--- src/rtl/rgmii_pkg.sv ---
// Shared definitions for the RGMII TX arbiter.
//   arb_state_t  : arbiter FSM states (IDLE, XFER, GAP)
//   FRAME_CNT_W  : width of each per-port completed-frame counter
//   GAP_CNT_W    : width of the inter-frame gap down-counter
package rgmii_pkg;

  localparam int FRAME_CNT_W = 16;
  localparam int GAP_CNT_W   = 8;

  typedef enum logic [1:0] {
    IDLE = 2'd0,
    XFER = 2'd1,
    GAP  = 2'd2
  } arb_state_t;

endpackage

--- src/rtl/rr_pick.sv ---
// Round-robin priority pick (purely combinational).
// Scans the request vector starting at (last + 1) mod N and returns the
// first requester found.
//   req    : request vector, one bit per requester
//   last   : index of the previous winner
//   onehot : one-hot winner (all zero when nothing requests)
//   idx    : binary index of the winner
//   found  : high when any requester was selected
module rr_pick #(
  parameter int N  = 2,
  parameter int IW = $clog2(N)
) (
  input  logic [N-1:0]  req,
  input  logic [IW-1:0] last,
  output logic [N-1:0]  onehot,
  output logic [IW-1:0] idx,
  output logic          found
);

  int            cand;
  logic [IW-1:0] cand_idx;

  always_comb begin
    onehot   = '0;
    idx      = '0;
    found    = 1'b0;
    cand     = 0;
    cand_idx = '0;
    // k = N wraps back to 'last' itself, so the previous owner is lowest priority
    for (int k = 1; k <= N; k++) begin
      cand     = (int'(last) + k) % N;
      cand_idx = IW'(cand);
      if (!found && req[cand_idx]) begin
        found            = 1'b1;
        onehot[cand_idx] = 1'b1;
        idx              = cand_idx;
      end
    end
  end

endmodule

--- src/rtl/rgmii_tx_arbiter.sv ---
// Round-robin frame arbiter in front of the RGMII MAC transmit stream.
// A requester owns the MAC from grant until its tlast handshake; the
// data path is a zero-latency mux from the owner to the MAC.
//   clk, rst        : TX clock, synchronous active-high reset
//   s_axis_*        : NUM_PORTS requester streams (byte i at [8i+7:8i])
//   s_axis_tready   : per-requester ready (only the owner can see ready)
//   m_axis_*        : stream towards the MAC tx_axis interface
//   grant           : one-hot current owner, zero when no frame is in flight
//   frame_cnt       : completed frames per port, 16 bits each, wrapping
module rgmii_tx_arbiter
  import rgmii_pkg::*;
#(
  parameter int NUM_PORTS  = 2,
  parameter int GAP_CYCLES = 0
) (
  input  logic                             clk,
  input  logic                             rst,
  input  logic [NUM_PORTS*8-1:0]           s_axis_tdata,
  input  logic [NUM_PORTS-1:0]             s_axis_tvalid,
  input  logic [NUM_PORTS-1:0]             s_axis_tlast,
  input  logic [NUM_PORTS-1:0]             s_axis_tuser,
  output logic [NUM_PORTS-1:0]             s_axis_tready,
  output logic [7:0]                       m_axis_tdata,
  output logic                             m_axis_tvalid,
  output logic                             m_axis_tlast,
  output logic                             m_axis_tuser,
  input  logic                             m_axis_tready,
  output logic [NUM_PORTS-1:0]             grant,
  output logic [NUM_PORTS*FRAME_CNT_W-1:0] frame_cnt
);

  localparam int IW = $clog2(NUM_PORTS);

  arb_state_t           state_reg;
  logic [NUM_PORTS-1:0] grant_reg;
  logic [IW-1:0]        owner_reg;
  logic [IW-1:0]        last_owner_reg;
  logic [GAP_CNT_W-1:0] gap_cnt_reg;

  logic [NUM_PORTS-1:0] pick_onehot;
  logic [IW-1:0]        pick_idx;
  logic                 pick_found;
  logic                 xfer;
  logic                 frame_done;

  rr_pick #(
    .N  (NUM_PORTS),
    .IW (IW)
  ) u_rr_pick (
    .req    (s_axis_tvalid),
    .last   (last_owner_reg),
    .onehot (pick_onehot),
    .idx    (pick_idx),
    .found  (pick_found)
  );

  assign xfer = (state_reg == XFER);

  // Owner's stream straight through to the MAC; nothing is driven outside XFER
  assign m_axis_tdata  = xfer ? s_axis_tdata[{owner_reg, 3'b000} +: 8] : 8'h00;
  assign m_axis_tvalid = xfer & s_axis_tvalid[owner_reg];
  assign m_axis_tlast  = xfer & s_axis_tlast[owner_reg];
  assign m_axis_tuser  = xfer & s_axis_tuser[owner_reg];

  assign frame_done = m_axis_tvalid & m_axis_tready & m_axis_tlast;
  assign grant      = grant_reg;

  generate
    for (genvar gi = 0; gi < NUM_PORTS; gi++) begin : gen_ready
      assign s_axis_tready[gi] = xfer & grant_reg[gi] & m_axis_tready;
    end
  endgenerate

  always_ff @(posedge clk) begin
    if (rst) begin
      state_reg      <= IDLE;
      grant_reg      <= '0;
      owner_reg      <= '0;
      last_owner_reg <= IW'(NUM_PORTS - 1);
      gap_cnt_reg    <= '0;
    end else begin
      case (state_reg)
        IDLE: begin
          if (pick_found) begin
            grant_reg <= pick_onehot;
            owner_reg <= pick_idx;
            state_reg <= XFER;
          end
        end
        XFER: begin
          // Only the owner's final handshake releases the MAC
          if (frame_done) begin
            last_owner_reg <= owner_reg;
            grant_reg      <= '0;
            if (GAP_CYCLES > 0) begin
              gap_cnt_reg <= GAP_CNT_W'(GAP_CYCLES);
              state_reg   <= GAP;
            end else begin
              state_reg <= IDLE;
            end
          end
        end
        GAP: begin
          // Counter starts at GAP_CYCLES, so GAP lasts exactly GAP_CYCLES cycles
          gap_cnt_reg <= gap_cnt_reg - 1'b1;
          if (gap_cnt_reg <= GAP_CNT_W'(1)) begin
            state_reg <= IDLE;
          end
        end
        default: begin
          state_reg <= IDLE;
          grant_reg <= '0;
        end
      endcase
    end
  end

  generate
    for (genvar gi = 0; gi < NUM_PORTS; gi++) begin : gen_cnt
      logic [FRAME_CNT_W-1:0] cnt_reg;

      always_ff @(posedge clk) begin
        if (rst) begin
          cnt_reg <= '0;
        end else if (frame_done && (owner_reg == IW'(gi))) begin
          cnt_reg <= cnt_reg + 1'b1;
        end
      end

      assign frame_cnt[gi*FRAME_CNT_W +: FRAME_CNT_W] = cnt_reg;
    end
  endgenerate

endmodule
--- config.mk ---
export PLATFORM = sky130hd
export DESIGN_NAME = rgmii_tx_arbiter
export DESIGN_NICKNAME = d
export VERILOG_FILES = /design/src/rtl/rgmii_pkg.sv /design/src/rtl/rr_pick.sv /design/src/rtl/rgmii_tx_arbiter.sv
export SDC_FILE = /design/constraint.sdc
export NUM_CORES = 1
export LEC_CHECK = 0
export CELL_PAD_IN_SITES_DETAIL_PLACEMENT = 1
export CELL_PAD_IN_SITES_GLOBAL_PLACEMENT = 1
export CORE_MARGIN = 10
export CORE_UTILIZATION = 32
export DETAILED_ROUTE_END_ITERATION = 16
export PLACE_DENSITY_LB_ADDON = 0.1
export SETUP_SLACK_MARGIN = 0.2
export SYNTH_ARGS = -nofsm -noshare
export SYNTH_HDL_FRONTEND = slang
export SYNTH_SLANG_ARGS = --single-unit
--- constraint.sdc ---
create_clock -name clk -period 1.74 [get_ports clk]
set_input_delay 0.261 -clock clk [delete_from_list [all_inputs] [get_ports clk]]
set_output_delay 0.261 -clock clk [all_outputs]
set_load 0.01 [all_outputs]
Word-level counts from Yosys, hierarchy flattened
Cells that the tools add are included.
{"block": "totals", "register_bits": 46, "in_bits": 25, "out_inout_bits": 47, "elab_cells": 74}
{"block": "classes", "n_lt_le_gt_ge": 6, "n_eq_ne": 5, "n_reduce_logical": 11, "addsub": 5, "n_shift": 1, "muxes": 27, "bitwise": 12}
{"op": "$add A16 B1 Y16 const B", "count": 2}
{"op": "$mux W1", "count": 16}
{"op": "$shiftx A16 B5 Y8", "count": 1}
{"op": "$mux W2", "count": 6}
{"op": "$pmux W2 S3", "count": 2}
{"op": "$and A1 B1 Y1", "count": 9}
{"op": "$le A8 B1 Y1 const B", "count": 1}
{"op": "$mux W8", "count": 1}
{"op": "$sub A8 B1 Y8 const B", "count": 1}
{"op": "$lt A1 B2 Y1 const B", "count": 3}
{"op": "$reduce_and A3 Y1", "count": 2}
{"op": "$logic_and A1 B1 Y1", "count": 5}
{"op": "$ne A2 B2 Y1 const B", "count": 2}
{"op": "$reduce_and A2 Y1", "count": 2}
{"op": "$add A1 B1 Y1 const B", "count": 2}
{"op": "$demux W1 S1", "count": 2}
{"op": "$eq A2 B1 Y1 const B", "count": 1}
{"op": "$eq A2 B2 Y1 const B", "count": 1}
{"op": "$ge A1 B1 Y1 const B", "count": 2}
{"op": "$logic_not A2 Y1", "count": 1}
{"op": "$ne A2 B1 Y1 const B", "count": 1}
{"op": "$not A1 Y1", "count": 2}
{"op": "$or A2 B2 Y2", "count": 1}
{"op": "$logic_not A1 Y1", "count": 1}

Depth between registers and ports, before layout
Gate-level depths: netlist of the first run.
{"block": "depth", "word_depth": 10, "ltp_mapped": 6, "depth_no_buf": 5}

Modules after synthesis
Synthesis of the first run repeated with hierarchy kept, for this count alone.
{"block": "unflattened", "hier_cells": 229, "hier_area_um2": 1920.6}
{"mod": "rgmii_tx_arbiter", "area_per_inst_um2": 1888.1, "seq_area_each_um2": 740.7, "cells_per_inst": 224, "instances": 1}
{"mod": "rr_pick", "area_per_inst_um2": 32.5, "seq_area_each_um2": 0.0, "cells_per_inst": 5, "instances": 1}

Worst setup path before layout of the first run
No wires, ideal clock.
{"block": "synth_path", "path_kind": "reg2reg", "from": "register gen_cnt[0].cnt_reg[2]", "to": "register gen_cnt[0].cnt_reg[15]", "setup_ns": 0.071, "path_stages_with_launch": 6, "t_required_ns": 1.669, "setup_slack_ns": 0.188, "n_path_buf": 1, "arrival_ns": 1.481, "cell_sequence": "dfxtp_1 > and4_1 > nand4_1 > buf_2 > or4_1 > a21oi_1"}
{"block": "synth_between", "elab_chain_cells": 1}
{"element": "start, declared", "line": "rgmii_tx_arbiter.sv:120", "rtl": "logic [FRAME_CNT_W-1:0] cnt_reg;"}
{"element": "start signal, assigned", "line": "rgmii_tx_arbiter.sv:126", "rtl": "cnt_reg <= cnt_reg + 1'b1;"}
{"element": "$add A16 B1 Y16", "line": "rgmii_tx_arbiter.sv:126"}
Every way passes these cells.
A chain may end at the register's enable or synchronous reset.

Worst setup path in the final report of the first run
{"block": "layout_path", "from": "register owner_reg", "to": "register gen_cnt[0].cnt_reg[15]"}
{"block": "layout_between", "elab_chain_cells": 6, "elab_cells_between_ends": 10, "cone_classes": "4 x mux; 5 x bitwise; 1 x reduce/logical"}
{"element": "start, declared", "line": "rgmii_tx_arbiter.sv:36", "rtl": "logic [IW-1:0] owner_reg;"}
{"element": "start signal, assigned", "line": "rgmii_tx_arbiter.sv:86", "rtl": "owner_reg <= pick_idx;"}
{"element": "$mux W1 (implied by the code) (2 in series)", "line": "rgmii_tx_arbiter.sv:61", "rtl": "assign m_axis_tvalid = xfer & s_axis_tvalid[owner_reg];"}
{"element": "$and A1 B1 Y1", "line": "rgmii_tx_arbiter.sv:61"}
{"element": "$and A1 B1 Y1 (2 in series)", "line": "rgmii_tx_arbiter.sv:65", "rtl": "assign frame_done = m_axis_tvalid & m_axis_tready & m_axis_tlast;"}
{"element": "$logic_and A1 B1 Y1 *", "line": "rgmii_tx_arbiter.sv:125", "rtl": "end else if (frame_done && (owner_reg == IW'(gi))) begin"}
Mark *: on every way between the ends. The rest lies on a longest branch, timed or not. The select of a mux whose other input is x is not followed.

==> results of run 1 <==
-- placed cells by master, fill, tap and decap left out, drive strengths merged, types with 9 or more instances in the layout --
master,synthesis,final
a21oi,18,18
buf,7,58
clkdlybuf4s50,0,32
dfxtp,37,37
dlygate4sd2,0,15
dlymetal6s2s,0,11
mux2i,10,10
nand2,19,19
nand3,14,14
nand4,10,10
nor2,20,20
nor2b,10,10
o31ai,9,9
or4,9,9
xnor2,9,9
-- critical path, cell delays in order, from the launching register on --
cell,delay (ns)
dfxtp_4,0.37
buf_6,0.12
and4b_2,0.36
nand2_4,0.10
or4_1,0.48
a21oi_1,0.17
-- cells by family after synthesis --
kind of cell	share of synthesized area [%]
AOI/OAI and AO/OA	10.6
DFF	38.3
muxes	5.76
buffers and inverters	3.95
and+or+nand+nor	32.9
adders and majority gates	1.29
xor gates and xnor gates	7.24
-- cell type report --
class                           instances  area (µm²)
Clock buffer                            6        82.6
Clock inverter                          2        13.8
Fill cell                             709        2610
Inverter                                4        15.0
Multi-Input combinational cell        178        1260
Sequential cell                        37         769
Tap cell                               75        93.8
Timing Repair Buffer                  118        1050
-- what timing repair did --
item	4_1_cts	5_1_grt
hold endpoints to repair	0	0
setup buffers	6	6
gates resized for setup	88	49
pin swaps	10	19
cloned	0	0
setup endpoints to repair	46	46
-- power groups by stage --
stage               Sequential (mW)  Clock (mW)  Combinational (mW)
floorplan                     0.883           0               0.101
global placement              0.884           0               0.250
detailed placement            0.884           0               0.255
CTS                           0.864       0.689               0.249
global route                  0.863       0.709               0.281
finish                        0.862       0.674               0.260
-- routing by layer --
layer	GRT usage (%)	vias to the layer above	wire length [µm]
li1	-	1059	-
met1	15.2	1063	2990
met3	3.88	7	281
met4	3.69	0	67
met5	0	-	0
met2	24.0	37	3660
-- through the flow --
stage	hold WS (ns)	std cells
after floorplan	0.421	231
after global placement	0.477	400
after detailed placement	0.483	400
after CTS	0.501	414
after global routing	0.510	420
final	0.497	420
-- cells in the mapped netlist (2+ instances only) --
cell / number
xor2_1: 7
nor2_1: 20
nand2_1: 18
or3_1: 5
nor3_1: 6
inv_1: 4
dfxtp_1: 37
or4_1: 9
mux2i_1: 10
and4_1: 4
nor4_1: 4
nor2b_1: 10
and3_1: 4
nand3_1: 13
a21oi_1: 18
buf_2: 4
xnor2_1: 9
nand4b_1: 2
ha_1: 2
nand4_1: 10
and2_1: 4
o21ai_0: 4
o31ai_1: 9
clkbuf_1: 5
-- worst paths after layout --
check,endpoint,start,cells past startpoint
max,gen_cnt[0].cnt_reg[15],owner_reg,5
min,gen_cnt[1].cnt_reg[15],gen_cnt[1].cnt_reg[15],2
max reg2reg,gen_cnt[0].cnt_reg[15],owner_reg,5
min reg2reg,gen_cnt[1].cnt_reg[15],gen_cnt[1].cnt_reg[15],2
==> PnR_summary.wiki, run 1 <==
{| class="wikitable"
! Metric !! Value
|-
| F_max || 595 MHz
|-
| Global route total overflow || 0
|-
| Final Util || 55.7%
|-
| Number of top-level pins || 72
|-
| CTS root buf || clkbuf_8
|-
| Final critical-path required period || 1.68 ns
|-
| Sink count of the clock tree || 37
|-
| Largest register FFs || 32
|-
| Crit path kind || reg -> reg
|-
| Setup slack of the critical path after layout || 0.0593 ns
|-
| Largest vdd supply drop || 0.000437 V
|-
| Outcome || finished clean
|-
| Cell Int Power || 1.32 mW
|-
| Total routed wirelength || 7000 µm
|-
| Max-capacitance violation count || 0
|-
| Core area || 5890 µm²
|-
| Setup repair after global routing missed its margin || yes
|-
| Placed standard-cell area || 2940 µm²
|-
| Average size of a mapped cell || 8.37 µm²
|-
| Pin count of the biggest net entering global routing || 18
|-
| First-pass GRT wire length || 10900 µm
|-
| Final weighted congestion in routability-driven placement || 0.816
|-
| Leakage dissipation || 1.43 nW
|-
| Number of antenna violations at the first check in global routing || 0
|-
| Type of the worst min-delay path || reg -> reg
|-
| Die area || 9560 µm²
|-
| Yosys synthesis warning count || 0
|-
| Die span in x || 97.8 µm
|-
| Share of total power in the clock network || 37.5%
|-
| Flop pwr share || 48.0%
|-
| Vertical die dimension || 97.8 µm
|-
| H-tree depth reported by CTS || 2
|-
| Avg WL per Cell || 16.7 µm
|-
| Buffers from clock root to sink, at most || 2
|-
| Setup Total Neg Slack || 0 ns
|-
| Final setup violation count || 0
|-
| Input/output buffers || 71
|-
| Ratio of cells with drive above 1 in the final layout || 32.8%
|-
| Vias after detailed routing || 2166
|-
| Register area share after synthesis || 38.3%
|-
| CP Capture Type || flop
|-
| Worst max-slew margin expressed relative to the limit || 78.6%
|-
| Mapped cell area || 1930 µm²
|-
| Number of DRC markers in iteration 0 || 37
|-
| Part of the total power dissipated in combinational logic || 14.5%
|-
| Residual DRC || 0
|-
| Clock latency on the worst-skew pair || 0.30 ns
|-
| Post-synthesis sequential element count || 37
|-
| CP startpoint kind || flop
|-
| Fraction of power spent switching nets || 26.6%
|-
| Fin nets || 371
|-
| CTS tree || done
|-
| Critical path peak fanout || 7
|-
| Leading area contributor after synthesis || dfxtp_1
|-
| Count of antenna-violating nets left after detailed routing || 0
|-
| Power density of the placed cells || 547 nW/µm²
|-
| Area contributors post-synth || dfxtp_1, mux2i_1, a21oi_1, xnor2_1, nor2_1
|-
| Worst-path clk slew || 0.09 ns
|-
| Number of instances in the synthesized netlist || 231
|-
| Number of rows created at floorplan || 28
|-
| Overall power after layout || 1.80 mW
|-
| Combined global-route utilization of all metal layers || 13.5%
|-
| CP Data Arrival Time || 1.91 ns
|-
| Synth-to-Final Area Change || 69.5%
|-
| Synthesized net count || 258
|-
| Clock buffer count from CTS || 5
|-
| WP data required || 1.97 ns
|-
| EDFF count, synth || 0
|-
| Post-route cell area || 3280 µm²
|-
| Number of optimization iterations in the first detailed-route pass || 4
|-
| Count of cell types in the netlist || 37
|-
| Worst-Margin Slew || 0.318 ns
|-
| Area share of the largest cell type after synthesis || 38.3%
|-
| Final Max Tran Viols || 0
|-
| Antenna cell count || 0
|-
| Vias in the first global route || 2186
|-
| Post-DR vias/cell || 5.16
|-
| Setup skew after layout || 0.0148 ns
|-
| Ys flop type || dfxtp_1
|-
| Worst reg-to-reg setup slack || 0.06 ns
|-
| DP HPWL || 5130 µm
|-
| Hold-fix buffer count after cts || 0
|-
| Switching power || 477 µW
|-
| Placement-stage worst setup slack || -0.357 ns
|-
| Share of the clock period used by the worst path || 96.6%
|-
| Initial cell density of the core || 32.9%
|-
| Post-synth ARST share || 0%
|-
| Number of hold-slack violations in the final timing report || 0
|}
(Power assumes the default switching activity.)
==> run 2, diff against run 1 <==
- CORE_ASPECT_RATIO: default -> 0.9
- CORE_UTILIZATION: 32 -> 28
- clock period: 1.74 -> 1.4 ns (I/O delays scaled with it)
==> PnR_summary.wiki, run 2 (synthesis results as in run 1) <==
{| class="wikitable"
! Metric !! Value
|-
| Pin count of the biggest net entering global routing || 26 (was 18)
|-
| Share of the clock period used by the worst path || 115% (was 96.6%)
|-
| Multi-input gate area || 1480 µm² (was 1260 µm²)
|-
| Core area || 6660 µm² (was 5890 µm²)
|-
| Synth-to-Final Area Change || 97.9% (was 69.5%)
|-
| Fin nets || 410 (was 371)
|-
| Vias in the first global route || 2440 (was 2186)
|-
| Die area || 10600 µm² (was 9560 µm²)
|-
| CP Data Arrival Time || 1.81 ns (was 1.91 ns)
|-
| Worst max-slew margin expressed relative to the limit || 75.9% (was 78.6%)
|-
| Clock latency on the worst-skew pair || 0.30 ns (about the same)
|-
| Sink count of the clock tree || 37 (unchanged)
|-
| Worst reg-to-reg setup slack || -0.21 ns (was 0.06 ns)
|-
| Buffers from clock root to sink, at most || 2 (unchanged)
|-
| Post-route cell area || 3830 µm² (was 3280 µm²)
|-
| CTS tree || done (unchanged)
|-
| CTS root buf || clkbuf_8 (unchanged)
|-
| Clock buffer count from CTS || 5 (unchanged)
|-
| Final weighted congestion in routability-driven placement || 0.747 (was 0.816)
|-
| WP data required || 1.59 ns (was 1.97 ns)
|-
| H-tree depth reported by CTS || 2 (unchanged)
|-
| DP HPWL || 5370 µm (was 5130 µm)
|-
| Crit path kind || reg -> reg (unchanged)
|-
| Ratio of cells with drive above 1 in the final layout || 59.6% (was 32.8%)
|-
| Layout fillers || 775 (was 709)
|-
| Critical path peak fanout || 4 (was 7)
|-
| Most frequent standard cell in the layout excluding fill and tap cells || buf_4 (unchanged)
|-
| Setup slack of the critical path after layout || -0.213 ns (was 0.0593 ns)
|-
| Number of hold-slack violations in the final timing report || 0 (unchanged)
|-
| Number of DRC markers in iteration 0 || 62 (was 37)
|-
| Outcome || finished, violations left (was finished clean)
|-
| Vertical die dimension || 98.9 µm (was 97.8 µm)
|-
| Setup Total Neg Slack || -3.20 ns (was 0 ns)
|-
| Total routed wirelength || 8000 µm (was 7000 µm)
|-
| CP startpoint kind || flop (unchanged)
|-
| Placement-stage worst setup slack || -0.591 ns (was -0.357 ns)
|-
| Worst-path clk slew || 0.08 ns (was 0.09 ns)
|-
| Number of antenna violations at the first check in global routing || 0 (unchanged)
|-
| Antenna cell count || 0 (unchanged)
|-
| Overall power after layout || 2.29 mW (was 1.80 mW)
|-
| First-pass GRT wire length || 12500 µm (was 10900 µm)
|-
| Input/output buffers || 71 (unchanged)
|-
| Largest vdd supply drop || 0.000439 V (was 0.000437 V)
|-
| Residual DRC || 0 (unchanged)
|-
| Max-capacitance violation count || 0 (unchanged)
|-
| Leakage dissipation || 1.65 nW (was 1.43 nW)
|-
| Area taken by flip-flops and latches || 812 µm² (was 769 µm²)
|-
| Final setup violation count || 32 (was 0)
|-
| Die span in x || 108 µm (was 97.8 µm)
|-
| Avg WL per Cell || 16.9 µm (was 16.7 µm)
|-
| Final Max Tran Viols || 0 (unchanged)
|-
| Final critical-path required period || 1.61 ns (was 1.68 ns)
|-
| Type of the worst min-delay path || reg -> reg (unchanged)
|-
| Power density of the placed cells || 598 nW/µm² (was 547 nW/µm²)
|-
| Placed standard-cell area || 3290 µm² (was 2940 µm²)
|-
| Combined global-route utilization of all metal layers || 14.3% (was 13.5%)
|-
| Setup repair after global routing missed its margin || yes (unchanged)
|-
| Number of rows created at floorplan || 28 (unchanged)
|-
| Count of antenna-violating nets left after detailed routing || 0 (unchanged)
|-
| CP Capture Type || flop (unchanged)
|-
| Global route total overflow || 0 (unchanged)
|-
| Most used cells in the layout excluding fill and tap cells || buf_4, buf_6, buf_2 (was buf_4, clkdlybuf4s50_1, dfxtp_1)
|-
| Violations in the final reports || negative setup slack
|-
| Post-DR vias/cell || 4.89 (was 5.16)
|-
| Setup skew after layout || 0.0110 ns (was 0.0148 ns)
|-
| Largest register FFs || 32 (unchanged)
|-
| Final Util || 57.5% (was 55.7%)
|-
| Initial cell density of the core || 29.1% (was 32.9%)
|-
| Number of optimization iterations in the first detailed-route pass || 4 (unchanged)
|-
| Number of top-level pins || 72 (unchanged)
|-
| F_max || 620 MHz (was 595 MHz)
|-
| Vias after detailed routing || 2320 (was 2166)
|-
| Worst-Margin Slew || 0.358 ns (was 0.318 ns)
|}
==> run 2: final cells by class <==
class                           count  share of cell area, %
Inverter                            4                  0.392
Timing Repair Buffer              157                   34.2
Sequential cell                    37                   21.2
Tap cell                           90                   2.94
Multi-Input combinational cell    178                   38.7
Clock inverter                      2                  0.359
Clock buffer                        6                   2.16
==> run 2: worst paths after layout <==
kind | from | endpoint | cells after the start
hold / removal | gen_cnt[1].cnt_reg[15] | gen_cnt[1].cnt_reg[15] | 2
hold reg to reg | gen_cnt[1].cnt_reg[15] | gen_cnt[1].cnt_reg[15] | 2
setup / recovery | owner_reg | gen_cnt[0].cnt_reg[4] | 7
setup reg to reg | owner_reg | gen_cnt[0].cnt_reg[4] | 7
==> run 2: where the power goes <==
part,switching (mW),internal (mW)
Sequential,0.0143,1.04
Combinational,0.175,0.232
Clock,0.428,0.400
==> run 2: what timing repair did <==
| action | 4_1_cts | 5_1_grt |
|---|---|---|
| endpoints found under the setup margin | 83 | 66 |
| cloned | 1 | 0 |
| endpoints found under the hold margin | 0 | 0 |
| pin swaps | 23 | 17 |
| setup buffers | 15 | 13 |
| hold buffers | 0 | 0 |
| gates resized for setup | 200 | 77 |
==> run 2: metal layers <==
layer	share of wire, %	track usage, %	up-vias
met1	41	16.7	1118
met4	1.2	3.59	0
met3	4.5	4.10	10
met2	54	24.9	50
met5	0	0	-
li1	-	-	1142
==> run 2: stage by stage <==
step	hold WS [ns]	std cells
floorplan	0.362	231
global placement	0.472	437
detailed placement	0.478	437
CTS	0.484	461
global route	0.512	474
finish	0.496	474
==> run 2: worst max-delay path, cell delays in order, from the launching register on <==
cell	delay [ns]
dfxtp_4	0.37
buf_12	0.13
buf_6	0.10
nand4b_1	0.31
buf_4	0.25
nor3_4	0.17
xnor2_1	0.14
nor2_1	0.05
